[config.mk]
export PLATFORM = sky130hd
export DESIGN_NAME = sram_port_arbiter
export DESIGN_NICKNAME = d
export VERILOG_FILES = /design/src/rtl/sram_port_arbiter.sv
export SDC_FILE = /design/constraint.sdc
export NUM_CORES = 1
export LEC_CHECK = 0
export ABC_AREA = 1
export BUFFER_PORTS_ARGS = -buffer_cell sky130_fd_sc_hd__buf_2
export CAP_MARGIN = 0
export CORE_ASPECT_RATIO = 2
export CORE_MARGIN = 2
export CORE_UTILIZATION = 42
export CTS_CLUSTER_DIAMETER = 30
export DETAILED_ROUTE_END_ITERATION = 6
export HOLD_SLACK_MARGIN = 0.08
export PLACE_DENSITY = 0.76
export SYNTH_ARGS = -nofsm -noshare
export SYNTH_HDL_FRONTEND = slang
export SYNTH_SLANG_ARGS = --single-unit
[constraint.sdc]
create_clock -name clk -period 3.4 [get_ports clk]
set_input_delay 0 -clock clk [delete_from_list [all_inputs] [get_ports clk]]
set_output_delay 0 -clock clk [all_outputs]
set_load 0.05 [all_outputs]
[src/rtl/sram_port_arbiter.sv]
// Round-robin arbiter sharing one multi-cycle single-port SRAM between the
// CPU fetch port and the load/store port; raises a stall while any request is open.
module sram_port_arbiter #(
  parameter int ADDR_W      = 20,
  parameter int WAIT_CYCLES = 1
) (
  input  logic              clk,
  input  logic              rst,
  input  logic              inst_ce_i,
  input  logic [31:0]       inst_addr_i,
  output logic [31:0]       inst_data_o,
  output logic              inst_ack_o,
  input  logic              data_ce_i,
  input  logic              data_we_i,
  input  logic [3:0]        data_sel_i,
  input  logic [31:0]       data_addr_i,
  input  logic [31:0]       data_wdata_i,
  output logic [31:0]       data_rdata_o,
  output logic              data_ack_o,
  output logic              stallreq_o,
  output logic              sram_ce_o,
  output logic              sram_we_o,
  output logic [3:0]        sram_be_o,
  output logic [ADDR_W-1:0] sram_addr_o,
  output logic [31:0]       sram_wdata_o,
  input  logic [31:0]       sram_rdata_i
);

  typedef enum logic [1:0] {IDLE, ACCESS, ACK} state_t;

  state_t     state;
  logic       owner_data;
  logic       last_data;
  logic [3:0] wait_cnt;
  logic       grant_any;
  logic       grant_data;
  logic [63:0] unused_addr;

  // Only word-address bits reach the SRAM; byte offset and upper bits are dropped.
  assign unused_addr = {inst_addr_i, data_addr_i};

  // On a tie the port that was not served last wins.
  assign grant_any  = inst_ce_i | data_ce_i;
  assign grant_data = data_ce_i & (~inst_ce_i | ~last_data);

  assign stallreq_o = ~rst & ((inst_ce_i & ~inst_ack_o) | (data_ce_i & ~data_ack_o));

  always_ff @(posedge clk or posedge rst) begin
    if (rst) begin
      state        <= IDLE;
      owner_data   <= 1'b0;
      last_data    <= 1'b0;
      wait_cnt     <= 4'd0;
      inst_ack_o   <= 1'b0;
      data_ack_o   <= 1'b0;
      inst_data_o  <= 32'd0;
      data_rdata_o <= 32'd0;
      sram_ce_o    <= 1'b0;
      sram_we_o    <= 1'b0;
      sram_be_o    <= 4'd0;
      sram_addr_o  <= '0;
      sram_wdata_o <= 32'd0;
    end else begin
      inst_ack_o <= 1'b0;
      data_ack_o <= 1'b0;
      case (state)
        IDLE: begin
          if (grant_any) begin
            owner_data <= grant_data;
            sram_ce_o  <= 1'b1;
            wait_cnt   <= 4'(WAIT_CYCLES);
            state      <= ACCESS;
            if (grant_data) begin
              sram_addr_o  <= data_addr_i[ADDR_W+1:2];
              sram_we_o    <= data_we_i;
              sram_be_o    <= data_sel_i;
              sram_wdata_o <= data_wdata_i;
            end else begin
              sram_addr_o  <= inst_addr_i[ADDR_W+1:2];
              sram_we_o    <= 1'b0;
              sram_be_o    <= 4'b1111;
              sram_wdata_o <= 32'd0;
            end
          end
        end
        ACCESS: begin
          if (wait_cnt != 4'd0) begin
            wait_cnt <= wait_cnt - 4'd1;
          end else begin
            // Last enabled cycle: read data is valid now, close the access.
            sram_ce_o <= 1'b0;
            sram_we_o <= 1'b0;
            last_data <= owner_data;
            state     <= ACK;
            if (owner_data) begin
              data_ack_o <= 1'b1;
              if (!sram_we_o) data_rdata_o <= sram_rdata_i;
            end else begin
              inst_ack_o  <= 1'b1;
              inst_data_o <= sram_rdata_i;
            end
          end
        end
        ACK: begin
          state <= IDLE;
        end
        default: begin
          state <= IDLE;
        end
      endcase
    end
  end

endmodule

---- Yosys cells after proc, flatten, opt, wreduce, memory -nomap -nowiden ----
Cells that the tools add are included.
storage, ports and cells
  flip-flop bits (word level) ............. 132
  word-level logic and storage cells ...... 64
  output and inout port bits .............. 125
  input bits .............................. 137
operators by class
  eq/ne operators ......................... 4
  muxes and demuxes ....................... 21
  add/subtract/negate cells ............... 1
  bitwise operators ....................... 15
  reductions and logical operators ........ 10
operators by type and width
  kind                                              number
  two-way mux 32 bit                                1
  two-way mux 20 bit                                1
  two-way mux 4 bit                                 3
  two-way mux 1 bit                                 10
  AND reduction 3 bit                               3
  inverter 1 bit                                    8
  case mux 4 bit (2 select lines)                   1
  != test 2 bit, second input constant              3
  AND reduction 2 bit                               3
  AND 1 bit                                         4
  two-way mux 2 bit                                 2
  case mux 1 bit (2 select lines)                   2
  case mux 2 bit (2 select lines)                   1
  AND reduction 4 bit                               1
  nonzero test 4 bit                                1
  subtractor 4 x 1 -> 4 bit, second input constant  1
  bitwise OR 1 bit                                  3
  == test 2 x 1 -> 1 bit, second input constant     1
  zero test 2 bit                                   1
  nonzero test 2 bit                                1

---- Longest topological paths before layout ----
Gate-level depths: netlist of run 1.
  depth after elaboration ................. 6
  depth in mapped cells ................... 7
  depth with buffers taken out ............ 7

---- Least setup slack after synthesis of run 1 ----
OpenSTA, ideal clock, no wires.
  path type ............................... register to output
  start ................................... register inst_ack_o
  end ..................................... output stallreq_o
  path buffers ............................ 0
  cell stages (with the launch flop) ...... 4
  arrival time ............................ 1.465 ns
  slack ................................... 1.935 ns
  required time ........................... 3.400 ns
  path through ............................ dfrtp_1 -> o22ai_1 -> inv_1 -> nor2_1
between the ends
  longest elaborated chain between the ends .. 4
ends and longest elaborated chain
  what                    line  source
  from (decl)             12    output logic inst_ack_o,
  from (signal assigned)  54    inst_ack_o <= 1'b0;
  from (signal assigned)  64    inst_ack_o <= 1'b0;
  from (signal assigned)  99    inst_ack_o <= 1'b1;
  inverter 1 bit          46    assign stallreq_o = ~rst & ((inst_ce_i & ~inst_ack_o) | (data_ce_i & ~data_ack_o));
  AND 1 bit               46
  bitwise OR 1 bit        46
  AND 1 bit               46
  to (decl)               20    output logic stallreq_o,
Every way passes these cells.

---- Worst setup path after layout of run 1 ----
  start ................................... register state[1]
  end ..................................... register sram_addr_o[1]
between the ends
  longest elaborated chain between the ends .. 2
ends and longest elaborated chain
  what                           line  source
  from (decl)                    31    state_t state;
  from (signal assigned)         50    state <= IDLE;
  from (signal assigned)         72    state <= ACCESS;
  from (signal assigned)         94    state <= ACK;
  zero test 2 bit                66    case (state)
  AND reduction 2 bit (no line)  -
  to (signal assigned)           74    sram_addr_o <= data_addr_i[ADDR_W+1:2];
  to (signal assigned)           79    sram_addr_o <= inst_addr_i[ADDR_W+1:2];
  to (decl)                      24    output logic [ADDR_W-1:0] sram_addr_o,
Every way passes these cells.
A chain may end at the register's enable or synchronous reset.

==> results of run 1 <==
layer usage:
metal / wire (um) / global-route usage (%)
met4: 797 / 12.2
met1: 6200 / 26.2
met3: 829 / 4.10
met5: 0 / 0
met2: 9340 / 43.5
worst reg2reg max path, stage by stage, from the launching register on:
cell and delay, ps:
dfrtp_1 410, inv_2 70, nand2_1 70, nor2_2 800, nand2_1 190, o21ai_1 190
dlygate4sd3_1 560
sequential cells by signal, summed over array words and instances, names as in the netlist:
signal and count:
data_rdata_o 32, inst_data_o 32, sram_wdata_o 32, sram_addr_o 20
sram_be_o 4, wait_cnt 4, state 2, data_ack_o 1
inst_ack_o 1, last_data 1, owner_data 1, sram_ce_o 1
sram_we_o 1
through the flow:
| stage | worst slack, ps | hold slack, ps |
|---|---|---|
| 5_1_grt | 868 | 186 |
| 6_report | 1060 | 164 |
| 2_1_floorplan | 1760 | 110 |
| 3_3_place_gp | 1390 | 156 |
| 3_5_place_dp | 1370 | 159 |
| 4_1_cts | 1150 | 157 |
timing repair:
| action | 4_1_cts | 5_1_grt |
|---|---|---|
| endpoints found under the setup margin | 0 | 0 |
| hold buffers | 110 | 0 |
| hold endpoints to repair | 150 | 0 |
kinds of logic (layout without fill, tap and decap cells):
logic type / count (synthesis) / in the layout / synth area share, %
AND/OR/NAND/NOR: 393 / 393 / 27.5
flip-flops: 132 / 132 / 58.2
buffers and inverters: 99 / 451 / 7.42
AO/OA/AOI/OAI: 55 / 55 / 6.28
adder cells (fa/ha/maj): 2 / 2 / 0.441
XOR/XNOR: 1 / 1 / 0.154
area by class of cell:
| cell class | count | area, sq um | share of cell area (%) |
|---|---|---|---|
| well taps | 155 | 194 | 2.25 |
| multi-input cells | 451 | 1970 | 22.8 |
| repair buffers | 353 | 2340 | 27.1 |
| clock buffers | 18 | 429 | 4.97 |
| inverters | 66 | 251 | 2.91 |
| flip-flops and latches | 132 | 3300 | 38.2 |
| clock inverters | 14 | 150 | 1.74 |
power groups by stage:
stage	registers, uW	clock network [uW]	logic, uW
2_1_floorplan	5030	0	1540
6_report	2680	1780	5440
5_1_grt	2770	1890	5810
4_1_cts	2670	1830	5420
3_3_place_gp	2680	0	5030
3_5_place_dp	2690	0	5100
worst max-delay path by stage:
stage / start / end / slack, ps / depth (start not counted)
global route: last_data / sram_addr_o[12] / 870 / 6
floorplan: rst / data_ack_o / 1760 / 1
CTS: state[1] / sram_addr_o[13] / 1150 / 6
finish: state[1] / sram_addr_o[1] / 1060 / 6
detailed placement: wait_cnt[0] / data_rdata_o[5] / 1370 / 7
global placement: wait_cnt[0] / data_rdata_o[24] / 1390 / 7
cells in the final DEF, fill, tap and decap left out, drive strengths merged, types with 2 or more instances in the layout:
cell type and instances:
buf 243, bufinv 2, clkbuf 18, clkinv 5, clkinvlp 4, dfrtp 132
dlygate4sd3 110, ha 2, inv 69, nand2 307, nand3 40, nor2 44
o21ai 22, o21bai 32
==> results.md, run 1 <==
* Status: completed
* Die height at approximately 170 um
* Vias at 5730
* Leakage power at 0.00482 uW
* Finished Cell Area at 0.00864 sq mm
* Fill cells at 1094
* Via/cell ratio at 4.82
* Placed cell areas at 0.00696 sq mm
* Distinct cell type count after synthesis at 22
* Synth top area share at about three fifths
* Clock network power share at about 18%
* Fin cells at 1189
* Layout net count at 1160
* Final worst-path cycle share at 68.8%
* Syn nets at 821
* Internal power at 4780 uW
* Sink Count at 132
* Area Overhead vs Synth at 52.1%
* Worst Setup Start Kind: flop
* Rows at 60
* Finish-stage setup viols at 0
* TritonCTS Buffers at 17
* Unrepaired setup endpoints after global routing: false
* Sequential Power Share at 27.1%
* CP dominant cell by count: nand2_1
* Final core utilization at 64.6%
* Synth async-reset ratio at 100%
* Seq/Total Area, Yosys at between 50% and 60%
* Post_cts resized at 0
* Initial DRC count at 257
* Worst hold path type: in2reg
* Final Hold Viols at 0
* GRT Overall Usage at about a quarter
* Required time of the critical path at 3740 ps
* Cell taking the most area after synthesis: dfrtp_1
* Hold path startpoint: data_ce_i
* # IOs at ~260
* Skew-Pair Late Insertion Delay at between 400 and 500 ps
* # placed instances at ~1000
* Max-Cap Viols at 0
* Pre-Repair DR Iteration Count at 5
* Cells after synthesis at 682
* DR WL/cell at about 14 um
* Worst Path Buf+Inv at 2
* Pwr dens at between 1000 and 1500 mW/mm^2
* Synth warn at 0
* Root buf cell: clkbuf_16
* Main synth FF type: dfrtp_1
* Avg Cell Area, Syn at 8.33 sq um
* DRC viols at 0
* Ant diodes at 0
* Grt total ovfl at 0
* CTS H-tree depth at 4
* Final WL at 17200 um
* Sum of negative setup slack at 0 ps
* Die W at 86.2 um
* Worst EP arrival at 2680 ps
* Relative slew slack at 18.9%
* Hold EP: sram_be_o[0]
* EDFF count, synth at 0
* Reg2reg setup slack at 1060 ps
* Skew final at 11.3 ps
* Total Power at slightly below 10000 uW
* Post-DP HPWL at just over 10000 um
* Netlist Area Pre-Place at 0.00568 sq mm
* CP cell instances: inv_2, nand2_1, nor2_2, nand2_1, o21ai_1, dlygate4sd3_1
* Initial antenna violation count at 0
* Final RePlAce weighted congestion at 0.851
* Worst reg2reg path depth at 6
* Critical path fanouts, max at 25
* Tmin final at about 2300 ps
* Starting Density at 42.5%
* CP Class: reg2reg
* Critical-path top delay cell: nor2_2
* Vias in the first global route at between 5000 and 6000
* Hold Crit Depth at 4
* Switching share of total power at between 50 and 60%
* Clock Path Buffers at 2
* Worst setup EP type: flop
* Antenna-violating nets left at 0
* Reg2Reg Capture Point: sram_addr_o[1]
* Power share of the combinational group at 54.9%
* Die Area at between 0.01 and 0.015 sq mm
* Port Buffers at 237
* Max rail drop VDD at between 0.5 and 0.6 mV
* Core area at 0.0134 sq mm
* Slowest stage delay, CP at 800 ps
* FF-to-FF Start: state[1]
* Share of cells above drive strength 1 at 27.7%
* Setup repair bufs after CTS at 0
* First-pass GRT wire length at 27600 um
* Largest net degree at the start of global routing at slightly above 60
* Count leader, synth: nand2_1
* CTS tree: built
* Least-Margin Pin Slew at 1210 ps
* Fmax at about 430 MHz
* Clock Pin Slew Worst Setup and Hold Paths at 60 ps
* Pins Over Slew Limit at 0
* CP top delay family: simple AND/OR/NAND/NOR gates
* Flops & latches, synth at 132
* Synth area leaders: dfrtp_1, nand2_1, o21bai_1
* Net Sw Power at 5130 uW
* Top cells by count, synth: nand2_1, dfrtp_1, inv_1
No activity file was read; power rests on OpenSTA's default activity.
==> run 2, diff against run 1 <==
--- a/config.mk
+++ b/config.mk
@@ -5,12 +5,12 @@
 export SDC_FILE = /design/constraint.sdc
 export NUM_CORES = 1
 export LEC_CHECK = 0
-export ABC_AREA = 1
+export ABC_AREA = 0
 export BUFFER_PORTS_ARGS = -buffer_cell sky130_fd_sc_hd__buf_2
 export CAP_MARGIN = 0
 export CORE_ASPECT_RATIO = 2
 export CORE_MARGIN = 2
-export CORE_UTILIZATION = 42
+export CORE_UTILIZATION = 41
 export CTS_CLUSTER_DIAMETER = 30
 export DETAILED_ROUTE_END_ITERATION = 6
 export HOLD_SLACK_MARGIN = 0.08
==> constraint.sdc (replaced) <==
create_clock -name clk -period 2.1 [get_ports clk]
set_input_delay 0 -clock clk [delete_from_list [all_inputs] [get_ports clk]]
set_output_delay 0 -clock clk [all_outputs]
set_load 0.05 [all_outputs]
==> run 2 against run 1 <==
- wire length shrank 12%
- power increased by 57%
- combinational power up 50%
- worst setup slack worse by 950 ps
- via count down 22%
- critical path depth shrank 1
- sequential share of layout area up 1.1 points
- maximum frequency increased by 18%
- first-iteration DRC count shrank 37%
- sequential power rose by 65%
- worst hold slack got worse by 38 ps
- critical endpoint is now sram_addr_o[15]
- largest power group unchanged
- highest routed layer unchanged
==> results.md, run 2 <==
* Status: completed
* Fmax at 504 MHz
* Clock Path Buffers at 2
* Distinct cell type count after synthesis at 35
* Layout net count at 848
* TritonCTS Buffers at 17
* Tmin final at 1990 ps
* Max rail drop VDD at 1.27 mV
* Main synth FF type: dfrtp_1
* Count leader, synth: dfrtp_1
* CTS tree: built
* Biggest regs: data_rdata_o x32, inst_data_o x32, sram_wdata_o x32
* Vias in the first global route at 4731
* Required time of the critical path at 2340 ps
* Relative slew slack at 55.0%
* Final RePlAce weighted congestion at 0.738
* Root buf cell: clkbuf_16
* Finished Cell Area at 0.00839 sq mm
* Power share of the combinational group at between 50% and 60%
* DR WL/cell at between 15 and 20 um
* Placed cell areas at between 0.006 and 0.007 sq mm
* Reg2reg setup slack at 110 ps
* Finish-stage setup viols at 0
* Post-DP HPWL at just over 9000 um
* Dpl ws at 231 ps
* Port Buffers at 237
* Setup repair bufs after CTS at 0
* Largest net degree at the start of global routing at 133
* Synth top area share at between 60 and 70%
* Switching share of total power at 47.9%
* Internal power at between 8000 and 9000 uW
* Slack of the critical path at between 100 and 150 ps
* Sink Count at about 130
* Cells after synthesis at 358
* Seq/Total Area, Yosys at 62.2%
* Initial antenna violation count at 0
* Avg Cell Area, Syn at 14.8 sq um
* First-pass GRT wire length at between 20000 and 25000 um
* Leakage power at 0.00427 uW
* Pwr dens at approximately 1900 mW/mm^2
* Max-Cap Viols at 0
* Share of cells above drive strength 1 at 47.6%
* Xor and xnor area share after synthesis at 0.165%
* Starting Density at 42.1%
* Worst setup EP type: flop
* Unrepaired setup endpoints after global routing: false
* Mux contribution to synthesized area at 19.8%
* Least-Margin Pin Slew at 676 ps
* Die W at 84.5 um
* Cell taking the most area after synthesis: dfrtp_1
* Synth async-reset ratio at 100%
* Largest family of logic cells by synthesized area: multiplexers
* Top cells by count, synth: dfrtp_1, o21ai_0, a22o_1, mux2_2, mux2_4
* Worst hold path type: in2reg
* Initial DRC count at between 150 and 200
* Ant diodes at 0
* Die Area at 0.0139 sq mm
* GRT Overall Usage at 21.3%
* Skew final at ~12 ps
* Most frequent cells in the layout: buf_2, dfrtp_1, dlygate4sd3_1, o21ai_0
* CTS H-tree depth at 4
* Via/cell ratio at slightly above 5
* EDFF count, synth at 0
* CP Class: reg2reg
* Worst EP arrival at around 2200 ps
* # IOs at 262
* Antenna-violating nets left at 0
* Final WL at 15200 um
* Sequential Power Share at between 20 and 30%
* Synth warn at 0
* Net Sw Power at 7480 uW
* DRC viols at 0
* Pins Over Slew Limit at 0
* Simple-gate share of the synthesized area at 2.87%
* Core area at 0.0126 sq mm
* Final Hold Viols at 0
* Flops & latches, synth at 132
* Compound-Gate Fraction of Synth Area at 11.5%
* Synth Area in Adders at less than 1%
* Critical path fanouts, max at 21
* Final worst-path cycle share at 94.5%
* Grt total ovfl at 0
* Most common cell after layout, fill and taps aside: buf_2
* Rows at a little under 60
* Skew-Pair Late Insertion Delay at 400 ps
* Netlist Area Pre-Place at 0.00531 sq mm
* Sum of negative setup slack at 0 ps
* Synth area leaders: dfrtp_1, mux2_4, mux2_2
* Area Overhead vs Synth at 57.9%
* Clock network power share at around a fifth
* Pre-Repair DR Iteration Count at 4
* Worst Setup Start Kind: flop
* Clock Pin Slew Worst Setup and Hold Paths at 60 ps
* Die height at 165 um
* Vias at 4445
* Syn nets at 497
run 2: worst max-delay path, stage by stage (launching register included):
cell and delay (ps):
dfrtp_1 390, a21boi_2 140, buf_4 350, mux2i_1 270, dlygate4sd3_1 560, o21ai_0 90
run 2: power groups by stage:
stage | Sequential, uW | Combinational (uW) | Clock (uW)
after floorplan | 8270 | 2180 | 0
final | 4420 | 8170 | 3010
after detailed placement | 4410 | 7940 | 0
after CTS | 4390 | 8140 | 3090
after global placement | 4350 | 7780 | 0
after global routing | 4550 | 8510 | 3190
run 2: worst paths after layout:
kind,from,endpoint,depth (start not counted)
worst min register to register,inst_data_o[16],inst_data_o[16],1
worst max register to register,last_data,sram_addr_o[15],5
worst max-delay path,last_data,sram_addr_o[15],5
min in group asynchronous,rst,data_rdata_o[31],4
max in group asynchronous,rst,inst_ack_o,4
worst min-delay path,data_ce_i,state[0],3
run 2: cell type report:
| type | instances | area [sq um] |
|---|---|---|
| fill | 891 | 4240 |
| sequential | 132 | 3300 |
| timing repair buffer | 355 | 2400 |
| multi-input combinational | 198 | 1870 |
| clock buffer | 21 | 460 |
| tap | 150 | 188 |
| clock inverter | 11 | 151 |
| inverter | 5 | 22.5 |
run 2: metal layers:
metal | up-vias | track usage [%] | wire length [um]
met5 | - | 0 | 0
met4 | 0 | 11.0 | 479
met3 | 35 | 4.05 | 662
met2 | 163 | 38.7 | 8410
met1 | 2248 | 23.2 | 5610
li1 | 1999 | - | -
run 2: timing repair:
action | CTS | global route
endpoints found under the setup margin | 0 | 0
hold endpoints to repair | 253 | 0
gates resized for setup | 0 | 0
hold buffers | 110 | 0
run 2: kinds of logic (layout without fill, tap and decap cells):
| logic type | Yosys count | count (layout) |
|---|---|---|
| DFF | 132 | 132 |
| xor gates and xnor gates | 1 | 1 |
| AOI/OAI and AO/OA | 90 | 90 |
| adders and majority gates | 2 | 2 |
| and+or+nand+nor | 19 | 19 |
| buffers and inverters | 28 | 392 |
| muxes | 86 | 86 |
run 2: metrics by stage:
step                utilization [%]  hold WS (ps)  std cells  power [uW]
floorplan                         -           126        358       10500
global placement               52.9           213        730       12100
detailed placement             52.9           220        730       12300
CTS                            66.4           110        872       15600
global route                   66.4           138        872       16300
finish                         66.4           126        872       15600
==> run 3, diff against run 2 <==
--- a/config.mk
+++ b/config.mk
@@ -6,7 +6,7 @@
 export NUM_CORES = 1
 export LEC_CHECK = 0
 export ABC_AREA = 0
-export BUFFER_PORTS_ARGS = -buffer_cell sky130_fd_sc_hd__buf_2
+export BUFFER_PORTS_ARGS = -buffer_cell sky130_fd_sc_hd__buf_4
 export CAP_MARGIN = 0
 export CORE_ASPECT_RATIO = 2
 export CORE_MARGIN = 2
==> run 3 against run 2 <==
- combinational power is 9.2% higher
- count of clock-buffer cells in the layout is 3 lower
- maximum frequency is 4.8% higher
- clock skew is 3.7 ps lower
- flip-flop and latch count stayed put
- final cell count is 0.23% higher
- sequential power is 2% higher
- worst setup slack better by 92 ps
- power is 5.8% higher
- worst hold slack better by 8.9 ps
- non-clock buffer count is 3 higher
- design area is 7.7% higher
==> results.md, run 3 (same netlist as run 2, synthesis figures left out) <==
* Pre-Repair DR Iteration Count at 4
* Largest net degree at the start of global routing at 72
* CTS H-tree depth at 4
* Die Area at 0.0139 sq mm
* Most frequent cells in the layout: buf_4, dfrtp_1, dlygate4sd3_1, o21ai_0
* Total Power at 16500 uW
* CP Class: reg2reg
* Fin Hold WS at 134 ps
* Skew final at 8.25 ps
* Worst setup EP type: flop
* Core area at 0.0126 sq mm
* Share of cells above drive strength 1 at around 48%
* Final WL at 15400 um
* Worst EP arrival at 2170 ps
* Relative slew slack at 48.8%
* Biggest regs: data_rdata_o x32, inst_data_o x32, sram_wdata_o x32
* Final Hold Viols at 0
* DRC viols at 0
* Initial DRC count at 123
* Required time of the critical path at 2380 ps
* Fmax at 528 MHz
* Pins Over Slew Limit at 0
* Max-Cap Viols at 0
* Sink Count at roughly 130
* Worst hold path type: in2reg
* DR WL/cell at 17.6 um
* Die height at 165 um
* Sum of negative setup slack at 0 ps
* Dpl ws at 198 ps
* First-pass GRT wire length at 24700 um
* Skew-Pair Late Insertion Delay at roughly 400 ps
* Vias in the first global route at 4875
* Leakage power at around 0.0045 uW
* Max rail drop VDD at between 1 and 1.5 mV
* Port Buffers at between 200 and 250
* Least-Margin Pin Slew at 768 ps
* Status: completed
* Root buf cell: clkbuf_16
* Area Overhead vs Synth at 70.1%
* Slack of the critical path at 207 ps
* Pwr dens at 1830 mW/mm^2
* Die W at around 84 um
* Tmin final at ~1900 ps
* Most common cell after layout, fill and taps aside: buf_4
* Layout net count at approximately 850
* Placed cell areas at 0.00729 sq mm
* Critical-path top delay cell: nor4b_4
* Final RePlAce weighted congestion at 0.779
* TritonCTS Buffers at 17
* # IOs at 262
* Slowest stage delay, CP at 490 ps
* Via/cell ratio at a little over 5
* Post-DP HPWL at just under 10000 um
* Clock Path Buffers at 2
* Antenna-violating nets left at 0
* Unrepaired setup endpoints after global routing: false
* Final worst-path cycle share at 90.2%
* Vias at 4393
* GRT Overall Usage at 22.4%
* Rows at 58
* Ant diodes at 0
* Grt total ovfl at 0
* CTS tree: built
* CP cell instances: nor4b_4, nand3b_4, buf_12, mux2_2
* Clock Pin Slew Worst Setup and Hold Paths at 60 ps
* Starting Density at 42.1%
* Critical path fanouts, max at 21
* Worst Setup Start Kind: flop
* Initial antenna violation count at 0
* Finished Cell Area at 0.00903 sq mm
* Finish-stage setup viols at 0
-- run 3: cell count changes in the layout (fill, tap and decap cells not counted), sizes merged --
cell         change
buf              +1
dlygate4sd3      +2
clkinvlp         -1
clkinv           +3
inv              -1
bufinv           +1
clkbuf           -3
-- run 3: final cells by class --
class / instances / area (sq um)
Tap cell: 150 / 188
Sequential cell: 132 / 3300
Timing Repair Buffer: 358 / 3030
Fill cell: 834 / 3590
Clock buffer: 18 / 439
Multi-Input combinational cell: 198 / 1870
Clock inverter: 13 / 184
Inverter: 5 / 22.5
-- run 3: worst max-delay path, delay by kind of cell, from the launching register on --
| family | cells | cell delay, ps |
|---|---|---|
| buffers and inverters | 1 | 250 |
| multiplexers | 1 | 280 |
| AND/OR/NAND/NOR | 2 | 780 |
| flip-flops | 1 | 450 |
-- run 3: routing by layer --
metal  wire length (um)  vias to the layer above  share of wire, %  GRT usage (%)
met3                630                       43               4.1           4.60
li1                   -                     2007                 -              -
met1               5730                     2175                37           25.3
met5                  0                        -                 0              0
met2               8490                      168                55           40.0
met4                575                        0               3.7           10.9
-- run 3: final timing paths --
kind	start	endpoint	slack, ps	cells after the start
min in group asynchronous	rst	owner_data	280	4
max reg2reg	wait_cnt[2]	inst_data_o[8]	210	4
max	wait_cnt[2]	inst_data_o[8]	210	4
min	inst_ce_i	wait_cnt[1]	130	4
min reg2reg	wait_cnt[0]	wait_cnt[0]	500	1
max in group asynchronous	rst	sram_wdata_o[13]	1140	4
-- run 3: where the power goes --
group / leakage (uW) / switching, uW / total (uW) / internal, uW
Combinational: 0.00259 / 5750 / 8920 / 3170
Clock: 0.000298 / 1080 / 3090 / 2010
Sequential: 0.00160 / 741 / 4490 / 3750
-- run 3: metrics by stage --
stage / cells / util [%]
5_1_grt: 874 / 71.6
3_3_place_gp: 731 / 57.7
2_1_floorplan: 358 / -
4_1_cts: 874 / 71.6
3_5_place_dp: 731 / 57.7
6_report: 874 / 71.6
-- run 3: repair_timing --
| item | CTS | global route |
|---|---|---|
| resized for setup | 0 | 0 |
| hold buffers | 112 | 0 |
| hold endpoints to repair | 254 | 0 |
| setup buffers | 0 | 0 |
